File: src/rtl/fdiv_param.sv
// Parameterised IEEE-style floating-point divider, restoring, one quotient bit per cycle.
// Latency: done pulses MAN_W+6 edges after the accept edge for every operand class.
// Backpressure: none; dispatch is taken only while idle, and a dispatch while busy is dropped.
module fdiv_param #(
    parameter int EXP_W = 8,
    parameter int MAN_W = 23
) (
    input  logic                 clk,
    input  logic                 rst,
    input  logic                 dispatch,
    input  logic [EXP_W+MAN_W:0] a,
    input  logic [EXP_W+MAN_W:0] b,
    input  logic [1:0]           op,
    output logic [EXP_W+MAN_W:0] q,
    output logic                 done,
    output logic                 busy,
    output logic [4:0]           flags
);

    localparam int W       = 1 + EXP_W + MAN_W;
    localparam int EW2     = EXP_W + 2;
    localparam int BIAS    = (1 << (EXP_W - 1)) - 1;
    localparam int EXP_MAX = (1 << EXP_W) - 1;
    localparam int CNT_W   = $clog2(MAN_W + 3);

    typedef enum logic [2:0] {IDLE, UNPACK, DIVIDE, ROUND, PACK} state_t;

    state_t             state, state_n;
    logic [W-1:0]       ra, rb;
    logic [1:0]         rop;
    logic               sign;
    logic [EW2-1:0]     exp_q;
    logic [MAN_W:0]     mb;
    logic [MAN_W+1:0]   rem;
    logic [MAN_W+2:0]   quo;
    logic [CNT_W-1:0]   cnt;
    logic               spec;
    logic [W-1:0]       spec_q;
    logic [4:0]         spec_f;
    logic [EW2-1:0]     rexp;
    logic [MAN_W-1:0]   rfrac;
    logic               rinexact;

    assign busy = (state != IDLE);

    // Operand classification and special-case results
    logic               sa, sb, a_zero, b_zero, a_nan, b_nan, a_inf, b_inf;
    logic [EXP_W-1:0]   ea, eb;
    logic [MAN_W-1:0]   fa, fb;
    logic               spec_c;
    logic [W-1:0]       spec_q_c;
    logic [4:0]         spec_f_c;
    logic [EW2-1:0]     exp_c;

    always_comb begin
        sa       = ra[W-1];
        sb       = rb[W-1];
        ea       = ra[W-2:MAN_W];
        eb       = rb[W-2:MAN_W];
        fa       = ra[MAN_W-1:0];
        fb       = rb[MAN_W-1:0];
        a_zero   = (ea == '0);
        b_zero   = (eb == '0);
        a_nan    = (&ea) && (|fa);
        b_nan    = (&eb) && (|fb);
        a_inf    = (&ea) && !(|fa);
        b_inf    = (&eb) && !(|fb);
        exp_c    = EW2'(ea) - EW2'(eb) + EW2'(BIAS);
        spec_c   = 1'b1;
        spec_q_c = '0;
        spec_f_c = '0;
        if (a_nan) begin
            spec_q_c = {sa, ea, 1'b1, fa[MAN_W-2:0]};
            spec_f_c = {~fa[MAN_W-1], 4'b0000};
        end else if (b_nan) begin
            spec_q_c = {sb, eb, 1'b1, fb[MAN_W-2:0]};
            spec_f_c = {~fb[MAN_W-1], 4'b0000};
        end else if ((a_zero && b_zero) || (a_inf && b_inf)) begin
            spec_q_c = {1'b1, {EXP_W{1'b1}}, 1'b1, {(MAN_W-1){1'b0}}};
            spec_f_c = 5'b10000;
        end else if (a_inf) begin
            spec_q_c = {sa ^ sb, {EXP_W{1'b1}}, {MAN_W{1'b0}}};
        end else if (b_inf || a_zero) begin
            spec_q_c = {sa ^ sb, {(W-1){1'b0}}};
        end else if (b_zero) begin
            spec_q_c = {sa ^ sb, {EXP_W{1'b1}}, {MAN_W{1'b0}}};
            spec_f_c = 5'b01000;
        end else begin
            spec_c = 1'b0;
        end
    end

    // Restoring divide step
    logic             ge;
    logic [MAN_W+1:0] rem_sub;
    logic [MAN_W+1:0] rem_nxt;

    always_comb begin
        ge      = (rem >= {1'b0, mb});
        rem_sub = ge ? (rem - {1'b0, mb}) : rem;
        rem_nxt = {rem_sub[MAN_W:0], 1'b0};
    end

    // Normalise then round; the quotient holds one spare bit for the normalising shift
    logic [MAN_W:0]   mant;
    logic             g, s, inc;
    logic [EW2-1:0]   e_n, exp_r;
    logic [MAN_W+1:0] sum;
    logic [MAN_W-1:0] frac_r;

    always_comb begin
        if (quo[MAN_W+2]) begin
            mant = quo[MAN_W+2:2];
            g    = quo[1];
            s    = quo[0] | (|rem);
            e_n  = exp_q;
        end else begin
            mant = quo[MAN_W+1:1];
            g    = quo[0];
            s    = |rem;
            e_n  = exp_q - EW2'(1);
        end
        case (rop)
            2'b00:   inc = g & (s | mant[0]);
            2'b01:   inc = 1'b0;
            2'b10:   inc = ~sign & (g | s);
            default: inc = sign & (g | s);
        endcase
        sum = {1'b0, mant} + {{(MAN_W+1){1'b0}}, inc};
        if (sum[MAN_W+1]) begin
            frac_r = sum[MAN_W:1];
            exp_r  = e_n + EW2'(1);
        end else begin
            frac_r = sum[MAN_W-1:0];
            exp_r  = e_n;
        end
    end

    // Final packing with overflow/underflow handling
    logic         ovf, unf;
    logic [W-1:0] inf_w, max_w, q_c;
    logic [4:0]   flags_c;

    always_comb begin
        ovf     = !rexp[EW2-1] && (rexp >= EW2'(EXP_MAX));
        unf     = rexp[EW2-1] || (rexp == '0);
        inf_w   = {sign, {EXP_W{1'b1}}, {MAN_W{1'b0}}};
        max_w   = {sign, {(EXP_W-1){1'b1}}, 1'b0, {MAN_W{1'b1}}};
        q_c     = {sign, rexp[EXP_W-1:0], rfrac};
        flags_c = {4'b0000, rinexact};
        if (spec) begin
            q_c     = spec_q;
            flags_c = spec_f;
        end else if (ovf) begin
            case (rop)
                2'b00:   q_c = inf_w;
                2'b01:   q_c = max_w;
                2'b10:   q_c = sign ? max_w : inf_w;
                default: q_c = sign ? inf_w : max_w;
            endcase
            flags_c = 5'b00101;
        end else if (unf) begin
            q_c     = {sign, {(W-1){1'b0}}};
            flags_c = 5'b00011;
        end
    end

    always_comb begin
        state_n = state;
        case (state)
            IDLE:    if (dispatch) state_n = UNPACK;
            UNPACK:  state_n = DIVIDE;
            DIVIDE:  if (cnt == CNT_W'(MAN_W + 2)) state_n = ROUND;
            ROUND:   state_n = PACK;
            PACK:    state_n = IDLE;
            default: state_n = IDLE;
        endcase
    end

    always_ff @(posedge clk) begin
        if (rst) state <= IDLE;
        else     state <= state_n;
    end

    always_ff @(posedge clk) begin
        if (rst) begin
            q     <= '0;
            flags <= '0;
            done  <= 1'b0;
        end else begin
            done <= (state == PACK);
            case (state)
                IDLE: if (dispatch) begin
                    ra  <= a;
                    rb  <= b;
                    rop <= op;
                end
                UNPACK: begin
                    sign   <= sa ^ sb;
                    exp_q  <= exp_c;
                    mb     <= {1'b1, fb};
                    rem    <= {1'b0, 1'b1, fa};
                    quo    <= '0;
                    cnt    <= '0;
                    spec   <= spec_c;
                    spec_q <= spec_q_c;
                    spec_f <= spec_f_c;
                end
                DIVIDE: begin
                    rem <= rem_nxt;
                    quo <= {quo[MAN_W+1:0], ge};
                    cnt <= cnt + CNT_W'(1);
                end
                ROUND: begin
                    rexp     <= exp_r;
                    rfrac    <= frac_r;
                    rinexact <= g | s;
                end
                PACK: begin
                    q     <= q_c;
                    flags <= flags_c;
                end
                default: ;
            endcase
        end
    end

endmodule

File: config.mk
export PLATFORM = sky130hd
export DESIGN_NAME = fdiv_param
export DESIGN_NICKNAME = d
export VERILOG_FILES = /design/src/rtl/fdiv_param.sv
export SDC_FILE = /design/constraint.sdc
export NUM_CORES = 1
export LEC_CHECK = 0
export CORE_ASPECT_RATIO = 0.5
export CORE_MARGIN = 3
export CORE_UTILIZATION = 59
export DETAILED_ROUTE_END_ITERATION = 7
export GPL_TIMING_DRIVEN = 1
export PLACE_DENSITY = 0.78
export RECOVER_POWER = 25
export SETUP_SLACK_MARGIN = 0.4
export SYNTH_ARGS = -nofsm -noshare
export SYNTH_HDL_FRONTEND = slang
export SYNTH_SLANG_ARGS = --single-unit
File: constraint.sdc
create_clock -name clk -period 14 [get_ports clk]
set_input_delay 2.8 -clock clk [delete_from_list [all_inputs] [get_ports clk]]
set_output_delay 2.8 -clock clk [all_outputs]
set_load 0.03 [all_outputs]
==> impl_metrics.env, run 1 <==
export IMPL_status="completed"
export IMPL_firstDrtPassIters=5
export IMPL_fin_crit_sh=0.363
export IMPL_synth_area_leaders="edfxtp_1 (50%), dfxtp_1 (6.1%), ha_1 (3.7%), nor2_1 (3.3%), nand2_1 (3.2%)"
export IMPL_grt_pass1_vias=9382
export IMPL_finalSetupViolCount=0
export IMPL_clockBufferDepth=3
export IMPL_fmax_ghz=0.197
export IMPL_synthToLayoutAreaGrowth_pct=15.6
export IMPL_core_um2=22000
export IMPL_finalWorstSetupSlack_ns=8.91
export IMPL_hpwl_mm=23.8
export IMPL_dp_slack_ns=9.33
export IMPL_finalHoldViolCount=0
export IMPL_critPathArrivalTime_ns=2.29
export IMPL_wl_met2_mm=14.2
export IMPL_rsz0062_at_grt="no"
export IMPL_required_ns=11.20
export IMPL_async_reset_ff_frac=0
export IMPL_clk_pin_slew_ns=0.06
export IMPL_leakagePower_nw=5.78
export IMPL_ff2ff_setup_slack_ns=9.90
export IMPL_slew_headroom=0.148
export IMPL_gp_congestion=0.928
export IMPL_io_buffers=107
export IMPL_synthTopCellsByCount="edfxtp_1 (225), nor2_1 (117), nand2_1 (116)"
export IMPL_pin_count=108
export IMPL_placed_area_um2=14800
export IMPL_synth_top_area_share=0.503
export IMPL_hp_start="flags[3]$_SDFFE_PP0P_"
export IMPL_synth_avg_cell_area_um2=10.9
export IMPL_drc_errors=0
export IMPL_cts_tree="built"
export IMPL_crit_fanout=32
export IMPL_wl_mm=32.5
export IMPL_clk_latency_ns=0.54
export IMPL_p_sw_w=0.000442
export IMPL_dr_total_vias=9848
export IMPL_comb_power_share=0.115
export IMPL_antenna_found_initial=3
export IMPL_cts_resized=0
export IMPL_initial_core_util=0.610
export IMPL_path_class="register to output pin"
export IMPL_crit_path_start_kind="register"
export IMPL_r2r_cells=18
export IMPL_seqPwrFrac=0.522
export IMPL_syn_area_um2=13400
export IMPL_cts_hold_buf=0
export IMPL_p_per_area_nw_per_um2=116
export IMPL_p_int_w=0.00135
export IMPL_ant_nets=0
export IMPL_grtUsageTotal=0.267
export IMPL_seq_area_frac_synth=0.564
export IMPL_fin_area_um2=15500
export IMPL_period_needed_ns=5.09
export IMPL_grt_overflow=0
export IMPL_whs_path_depth=2
export IMPL_synthMostInstantiatedCell="edfxtp_1"
export IMPL_vdd_drop_max_mv=0.0787
export IMPL_syn_nets=1343
export IMPL_final_core_util=0.705
export IMPL_final_setup_skew_ns=0.0261
export IMPL_power_share_clock=0.363
export IMPL_wl_met3_mm=3.15
export IMPL_die_h_um=113
export IMPL_die_x_um=219
export IMPL_syn_inst=1232
export IMPL_holdWs_ns=0.461
export IMPL_drt_iter0_drc=912
export IMPL_num_rows=38
export IMPL_r2r_start="quo[25]$_SDFFCE_PP0P_"
export IMPL_yosys_warnings=0
export IMPL_post_drt_wl_per_cell_um=19.9
export IMPL_maxCapViolCount=0
export IMPL_wirelength_met1_mm=14.4
export IMPL_cts_buffers=25
export IMPL_critical_path_startpoint="state[1]$_SDFFE_PP0P_"
export IMPL_htree_levels=1
export IMPL_min_path_type="register to register"
export IMPL_grt_max_degree=70
export IMPL_numClockSinks=266
export IMPL_cts_root_buf="clkbuf_16"
export IMPL_setup_tns_ns=0
export IMPL_synth_edf_count=225
export IMPL_post_cts_buffers=0
export IMPL_rr_endpoint="rexp[9]$_DFFE_PP_"
export IMPL_fillCellCount=1586
export IMPL_synth_main_ff_cell="edfxtp_1"
export IMPL_grt_pass1_wl_mm=51.6
export IMPL_die_area_um2=24700
export IMPL_final_nets=1428
export IMPL_worstMarginPinSlew_ns=1.28
export IMPL_drive_above_1_share=0.0555
export IMPL_antenna_cells=0
export IMPL_endpoint_kind="output pin"
export IMPL_synth_distinct_cells=66
export IMPL_synth_seq_cells=266
export IMPL_whs_endpoint="flags[3]$_SDFFE_PP0P_"
export IMPL_swShare=0.246
export IMPL_drv_slew=0
export IMPL_viasPerCell=6.03
export IMPL_highest_layer="met5"
export IMPL_yosys_area_top_type="edfxtp_1"
==> power groups by stage <==
stage	sequential (W)	clock, W	combinational [W]
after floorplan	0.000944	0	0.000146
after global placement	0.000952	0	0.000201
after detailed placement	0.000953	0	0.000206
after CTS	0.000936	0.000663	0.000208
after global routing	0.000941	0.000702	0.000230
final	0.000937	0.000653	0.000206
==> worst max path at each step <==
stage                          end  slack, ns
4_1_cts                       busy       8.92
2_1_floorplan   exp_q[0]$_DFFE_PP_       3.22
5_1_grt                       busy       8.79
3_5_place_dp   spec_q[2]$_DFFE_PP_       9.33
6_report                      busy       8.91
3_3_place_gp       mb[4]$_DFFE_PP_       9.38
==> stage by stage <==
step | instances | power (W)
after CTS | 1634 | 0.00181
after global placement | 1590 | 0.00115
after detailed placement | 1590 | 0.00116
after global routing | 1634 | 0.00187
after floorplan | 1232 | 0.00109
final | 1634 | 0.00180
==> registers in the layout, summed over array words and instances, names as in the netlist <==
| name | flops |
|---|---|
| spec | 1 |
| ra | 32 |
| rinexact | 1 |
| rop | 2 |
| state | 3 |
| cnt | 5 |
| rem | 25 |
| rexp | 10 |
| rfrac | 23 |
| flags | 5 |
| mb | 23 |
| spec_q | 32 |
| rb | 32 |
| quo | 26 |
| done | 1 |
| sign | 1 |
| q | 32 |
| spec_f | 2 |
| exp_q | 10 |
==> layout by cell type (no fill, tap or decap), types with 7 or more instances in the layout <==
| cell type | Yosys | layout |
|---|---|---|
| a211oi_1 | 20 | 20 |
| dfxtp_1 | 41 | 41 |
| nand4_1 | 18 | 18 |
| nand3_1 | 28 | 28 |
| and3_1 | 30 | 30 |
| edfxtp_1 | 225 | 225 |
| o21a_1 | 7 | 7 |
| nand2_1 | 116 | 115 |
| a21o_1 | 12 | 12 |
| a22o_1 | 21 | 21 |
| nor2_1 | 117 | 117 |
| inv_1 | 77 | 77 |
| nand2b_1 | 10 | 10 |
| o21ai_0 | 37 | 37 |
| nor4_1 | 22 | 21 |
| xor2_1 | 30 | 30 |
| a221oi_1 | 26 | 26 |
| xnor2_1 | 46 | 46 |
| mux2i_1 | 26 | 26 |
| a31oi_1 | 7 | 7 |
| a21oi_1 | 69 | 68 |
| ha_1 | 40 | 40 |
| nor3_1 | 37 | 36 |
| nor2b_1 | 12 | 12 |
| dlygate4sd3_1 | 0 | 58 |
| clkbuf_16 | 0 | 25 |
| o21bai_1 | 8 | 8 |
| clkdlybuf4s50_1 | 0 | 48 |
| buf_4 | 3 | 12 |
| and2_1 | 12 | 11 |
==> area by class of cell <==
cell class              instances  area (um^2)  share of cell area
inverters                      77          289              0.0186
repair buffers                119         1160              0.0744
flip-flops and latches        266         7580               0.488
multi-input cells             828         5360               0.345
clock inverters                14          125             0.00806
clock buffers                  30          644              0.0415
well taps                     300          375              0.0242
==> worst max-delay path, stage by stage, from the launching register on <==
cell and delay (ns):
dfxtp_1 0.87, or3_1 0.21, clkdlybuf4s50_1 0.67
==> kinds of logic after synthesis <==
kind of cell | count (synthesis) | synth area share
fa+ha+maj | 42 | 0.0402
buf+inv | 138 | 0.0399
simple gates | 434 | 0.158
flops | 266 | 0.564
compound gates | 244 | 0.124
xor+xnor | 76 | 0.0495
mux | 32 | 0.0244
==> layer usage <==
layer	GRT usage	vias up
li1	-	4689
met1	0.390	4743
met2	0.408	365
met3	0.0698	49
met4	0.0565	2
met5	0	-
No activity file was read; power rests on OpenSTA's default activity.
==> run 2, diff against run 1 <==
CORE_UTILIZATION = 53   (was 59)
PLACE_DENSITY = 0.74   (was 0.78)
clock period = 4.2 ns   (was 14 ns; I/O delays follow)
==> run 2 against run 1 <==
  * The flow now finishes with violations (capacitance limit, slew limit)
  * Via count up 1.1%
  * Total power rose to 3.4 times the previous value
  * Worst setup slack worse by 8.3 ns
  * Clock power rose to 3.6 times the previous value
  * Count of clock-buffer cells in the layout up 4
  * Routed wire length up 4.9%
  * Utilization down 6.1 points
  * Die area up 11%
  * First-iteration DRC count up 5.7%
  * Hold slack about the same
  * Cell area up 1.5%
  * Combinational power rose to 3.4 times the previous value
  * Critical endpoint is now rexp[8]$_DFFE_PP_
  * Largest power group unchanged
==> impl_metrics.env, run 2 (same netlist as run 1, synthesis figures left out) <==
export IMPL_required_ns=4.48
export IMPL_antenna_cells=0
export IMPL_pin_count=108
export IMPL_cpPeakStageDelay_ns=0.44
export IMPL_grt_max_degree=70
export IMPL_synthToLayoutAreaGrowth_pct=17.3
export IMPL_grt_pass1_vias=9443
export IMPL_cp_top_family="simple AND/OR/NAND/NOR gates"
export IMPL_worstPathCellList="nor2b_1 -> ha_1 -> nand3b_1 -> o21ai_0 -> ha_1 -> ha_1 -> nand2_1 -> a2111oi_4 -> and3_2 -> and4_1 -> buf_4 -> nand3_1 -> nor4_2 -> xnor2_1"
export IMPL_drt_iter0_drc=964
export IMPL_die_area_um2=27400
export IMPL_wl_mm=34.1
export IMPL_grtUsageTotal=0.245
export IMPL_p_int_w=0.00469
export IMPL_fmax_ghz=0.280
export IMPL_p_sw_w=0.00150
export IMPL_num_rows=40
export IMPL_min_path_type="register to register"
export IMPL_grt_overflow=0
export IMPL_fin_crit_sh=0.850
export IMPL_worst_path_buf_inv=1
export IMPL_io_buffers=107
export IMPL_crit_path_start_kind="register"
export IMPL_antenna_found_initial=1
export IMPL_cpMostUsedCell="ha_1"
export IMPL_clk_latency_ns=0.53
export IMPL_cts_hold_buf=0
export IMPL_vdd_drop_max_mv=0.231
export IMPL_final_nets=1440
export IMPL_endpoint_kind="register"
export IMPL_viasPerCell=5.92
export IMPL_post_drt_wl_per_cell_um=20.3
export IMPL_gp_congestion=0.937
export IMPL_final_common_cell="edfxtp_1"
export IMPL_slew_headroom=-0.256
export IMPL_power_share_clock=0.381
export IMPL_htree_levels=1
export IMPL_swShare=0.242
export IMPL_die_h_um=119
export IMPL_cts_root_buf="clkbuf_16"
export IMPL_crit_fanout=7
export IMPL_cts_buffers=25
export IMPL_critPathArrivalTime_ns=3.85
export IMPL_rsz0062_at_grt="no"
export IMPL_setup_tns_ns=0
export IMPL_initial_core_util=0.549
export IMPL_violations="capacitance limit, slew limit"
export IMPL_finalSetupViolCount=0
export IMPL_hpwl_mm=24.8
export IMPL_clk_pin_slew_ns=0.07
export IMPL_final_setup_skew_ns=0.0146
export IMPL_finalHoldViolCount=0
export IMPL_p_per_area_nw_per_um2=392
export IMPL_clockBufferDepth=3
export IMPL_grt_pass1_wl_mm=52.7
export IMPL_drive_above_1_share=0.0654
export IMPL_drc_errors=0
export IMPL_final_core_util=0.644
export IMPL_cp_slowest_cell="edfxtp_1"
export IMPL_die_x_um=231
export IMPL_ant_nets=0
export IMPL_path_class="register to register"
export IMPL_firstDrtPassIters=6
export IMPL_drv_slew=70
export IMPL_cts_tree="built"
export IMPL_worstMarginPinSlew_ns=1.88
export IMPL_status="finished, violations left"
export IMPL_period_needed_ns=3.57
export IMPL_fillCellCount=1924
export IMPL_maxCapViolCount=1
export IMPL_comb_power_share=0.114
export IMPL_seqPwrFrac=0.506
export IMPL_leakagePower_nw=5.87
export IMPL_core_um2=24500
export IMPL_mostFrequentLayoutCells="edfxtp_1 (225), nor2_1 (117), nand2_1 (115)"
export IMPL_numClockSinks=266
export IMPL_dr_total_vias=9958
run 2: routing by layer:
layer	vias to the layer above	part of all wire	routed length [um]	global-route usage
li1	4712	-	-	-
met1	4786	0.45	15500	0.366
met2	399	0.43	14500	0.366
met3	61	0.095	3220	0.0494
met4	0	0.024	832	0.0626
met5	-	0	0	0
run 2: power by group through the flow:
stage / clock, W / sequential, W / combinational (W)
finish: 0.00235 / 0.00313 / 0.000702
global route: 0.00250 / 0.00314 / 0.000775
CTS: 0.00239 / 0.00312 / 0.000706
detailed placement: 0 / 0.00318 / 0.000700
global placement: 0 / 0.00317 / 0.000685
floorplan: 0 / 0.00313 / 0.000492
run 2: what timing repair did:
| action | 4_1_cts | 5_1_grt |
|---|---|---|
| buffers inserted | 0 | 6 |
| endpoints found under the setup margin | 0 | 16 |
| endpoints found under the hold margin | 0 | 0 |
| resized for setup | 0 | 3 |
run 2: worst paths after layout:
check                        start                    end  slack (ns)  depth (start not counted)
max               rop[0]$_DFFE_PP_      rexp[8]$_DFFE_PP_        0.63                         14
min          flags[4]$_SDFFE_PP0P_  flags[4]$_SDFFE_PP0P_        0.46                          2
max reg2reg       rop[0]$_DFFE_PP_      rexp[8]$_DFFE_PP_        0.63                         14
min reg2reg  flags[4]$_SDFFE_PP0P_  flags[4]$_SDFFE_PP0P_        0.46                          2
run 2: through the flow:
stage                     setup slack [ns]  total power, W  hold slack (ns)  cell area [um^2]  std cells
after global routing                 0.389         0.00641            0.487             15800       1682
after floorplan                      0.223         0.00363            0.450             13500       1232
after global placement               0.667         0.00386            0.443             14900       1632
after CTS                            0.537         0.00622            0.461             15700       1676
after detailed placement             0.562         0.00388            0.451             14900       1632
final                                0.632         0.00618            0.460             15800       1682
run 2: worst min-delay path: cells and delay by family, from the launching register on:
kind,cells,cell delay (ns)
AOI/OAI and AO/OA,1,0.05
DFF,1,0.31
and+or+nand+nor,1,0.05
run 2: layout make-up:
type                    instances  area, um^2  share of cell area
flip-flops and latches        266        7580               0.481
multi-input cells             828        5390               0.342
repair buffers                131        1250              0.0794
clock buffers                  34         679              0.0431
well taps                     336         420              0.0267
inverters                      77         289              0.0183
clock inverters                10         161              0.0102
==> RTL change: new RTL, flow settings as in run 1 <==
The parameter `EXP_W` goes from 8 to 9.
--- a/src/rtl/fdiv_param.sv
+++ b/src/rtl/fdiv_param.sv
@@ -2,7 +2,7 @@
 // Latency: done pulses MAN_W+6 edges after the accept edge for every operand class.
 // Backpressure: none; dispatch is taken only while idle, and a dispatch while busy is dropped.
 module fdiv_param #(
-    parameter int EXP_W = 8,
+    parameter int EXP_W = 9,
     parameter int MAN_W = 23
 ) (
     input  logic                 clk,
Ports: changed (resized a, b and q); port bits go from 108 to 111. No check against the original RTL was run, so the function may have changed too.
==> RTL change against run 1 <==
  * Combinational power increased by 9%
  * Fmax fell by 3.0%
  * Global-route usage increased by 1.2 points
  * Setup slack got worse by 160 ps
  * Die area grew 5.3%
  * Sequential cell count grew 6
  * Design area grew 4.9%
  * Total power increased by 3.1%
  * Critical path depth stayed put
  * Area after synthesis grew 5.5%
  * Wire length grew 12%
  * Critical path type unchanged
==> RTL change: results (changes against run 1) <==
largest cells by area after synthesis=edfxtp_1 (49%), dfxtp_1 (5.9%), ha_1 (3.6%); setup slack at placement=9275 ps (-49.76 ps); P_leak=0.005988 uW (+3.7%); syn_area_per_cell=10.56 um2 (-3.2%); xor/xnor share of the synthesized area=0.04570 (-0.003840); fraction of layout cells with a size suffix above 1=0.05432 (-0.001155); GRT Total Usage=0.2791 (+0.01198); initial antenna violation count=0 (-3); most frequent cells after synthesis=edfxtp_1 (230), nand2_1 (123), nor2_1 (117); max incr delay on CP=980 ps (+110 ps); hpwl dp=25,860 um (+8.8%); R2R Setup Slk=9570 ps (-330 ps); Fin Clk Skew=16.02 ps (-10.09 ps); CP Max Fanout=33 (+3.1%); Distinct cells, synth=73 (+11%); Synth Area in Adders=0.03899 (-0.001233); arrival time of the worst setup path=2450 ps (+160 ps); syn nets=1,457 (+8.5%); Resize count post-CTS=0 (unchanged); Post-synth EDFFs=230 (+2.2%); Power Total=1852 uW (+3.1%); DRT iter0 DRCs=1,313 (+44%); maximum number of pins on one net before global-route repair=72 (+2.9%); total CTS buffers=24 (-4.0%); gpl congestion=0.8927 (-3.8%); drt via density=6.311 (+4.7%); number of global-route vias before repair=10,130 (+8.0%); Rel. slew slack=0.05051 (-0.09722); multiplexer share of the synthesized area=0.02011 (-0.004282); register area share after synthesis=0.5463 (-0.01765); clock slew at reported path FFs=70 ps; IR drop worst, VDD=0.07813 mV (-0.77%); first-pass GRT wire length=56,480 um (+9.6%); Compound-Gate Fraction of Synth Area=0.1282 (+0.004153); port bufs=110 (+2.8%); status=complete, no violations; total number of vias=11,000 (+12%); H-tree depth=1 (unchanged); fin crit period=5246 ps (+157.4 ps); fillers=1,683 (+6.1%)
==> RTL change: layout make-up <==
type	instances	share of cell area
tap	307	0.02358
timing repair buffer	123	0.07304
clock inverter	10	0.003456
inverter	78	0.01797
multi-input combinational	919	0.3616
sequential	272	0.4755
clock buffer	34	0.04485
==> RTL change: power by group <==
group	leakage [uW]	internal [uW]	switching (uW)
Clock	0.000394	365	304
Sequential	0.00242	923	35.2
Combinational	0.00318	90.3	135
==> RTL change: worst paths after layout <==
path         startpoint        to  cells after the start
max            state[1]      busy                      2
min reg2reg       q[23]     q[23]                      2
max reg2reg     quo[25]  rexp[10]                     16
min               q[23]     q[23]                      2
==> RTL change: per-stage QoR <==
step                      utilization  hold WS (ps)  cell area, um2
after detailed placement       0.6677         452.2           15510
after CTS                      0.7016         461.5           16300
after floorplan                     -         450.0           14180
after global routing           0.7014         478.6           16290
after global placement         0.6677         450.8           15510
final                          0.7014         460.8           16290
==> RTL change: cells by family after synthesis <==
kind of cell,count (synthesis)
multiplexers,28
AND/OR/NAND/NOR,505
flip-flops,272
XOR/XNOR,74
adder cells (fa/ha/maj),43
buffers and inverters,152
AO/OA/AOI/OAI,269
==> RTL change: worst reg2reg max path: cells and delay by family (launching register included) <==
family | cells | cell delay [ps]
adders and majority gates | 2 | 410
AOI/OAI and AO/OA | 3 | 1000
buffers and inverters | 1 | 520
DFF | 1 | 330
and+or+nand+nor | 10 | 1910
==> RTL change: per-layer routing <==
layer  GRT usage  wire (um)  vias up
li1            -          -     5108
met1      0.4191      15740     5282
met2      0.4314      16310      543
met3     0.04505       3611       67
met4     0.06636        883        0
met5           0          0        -
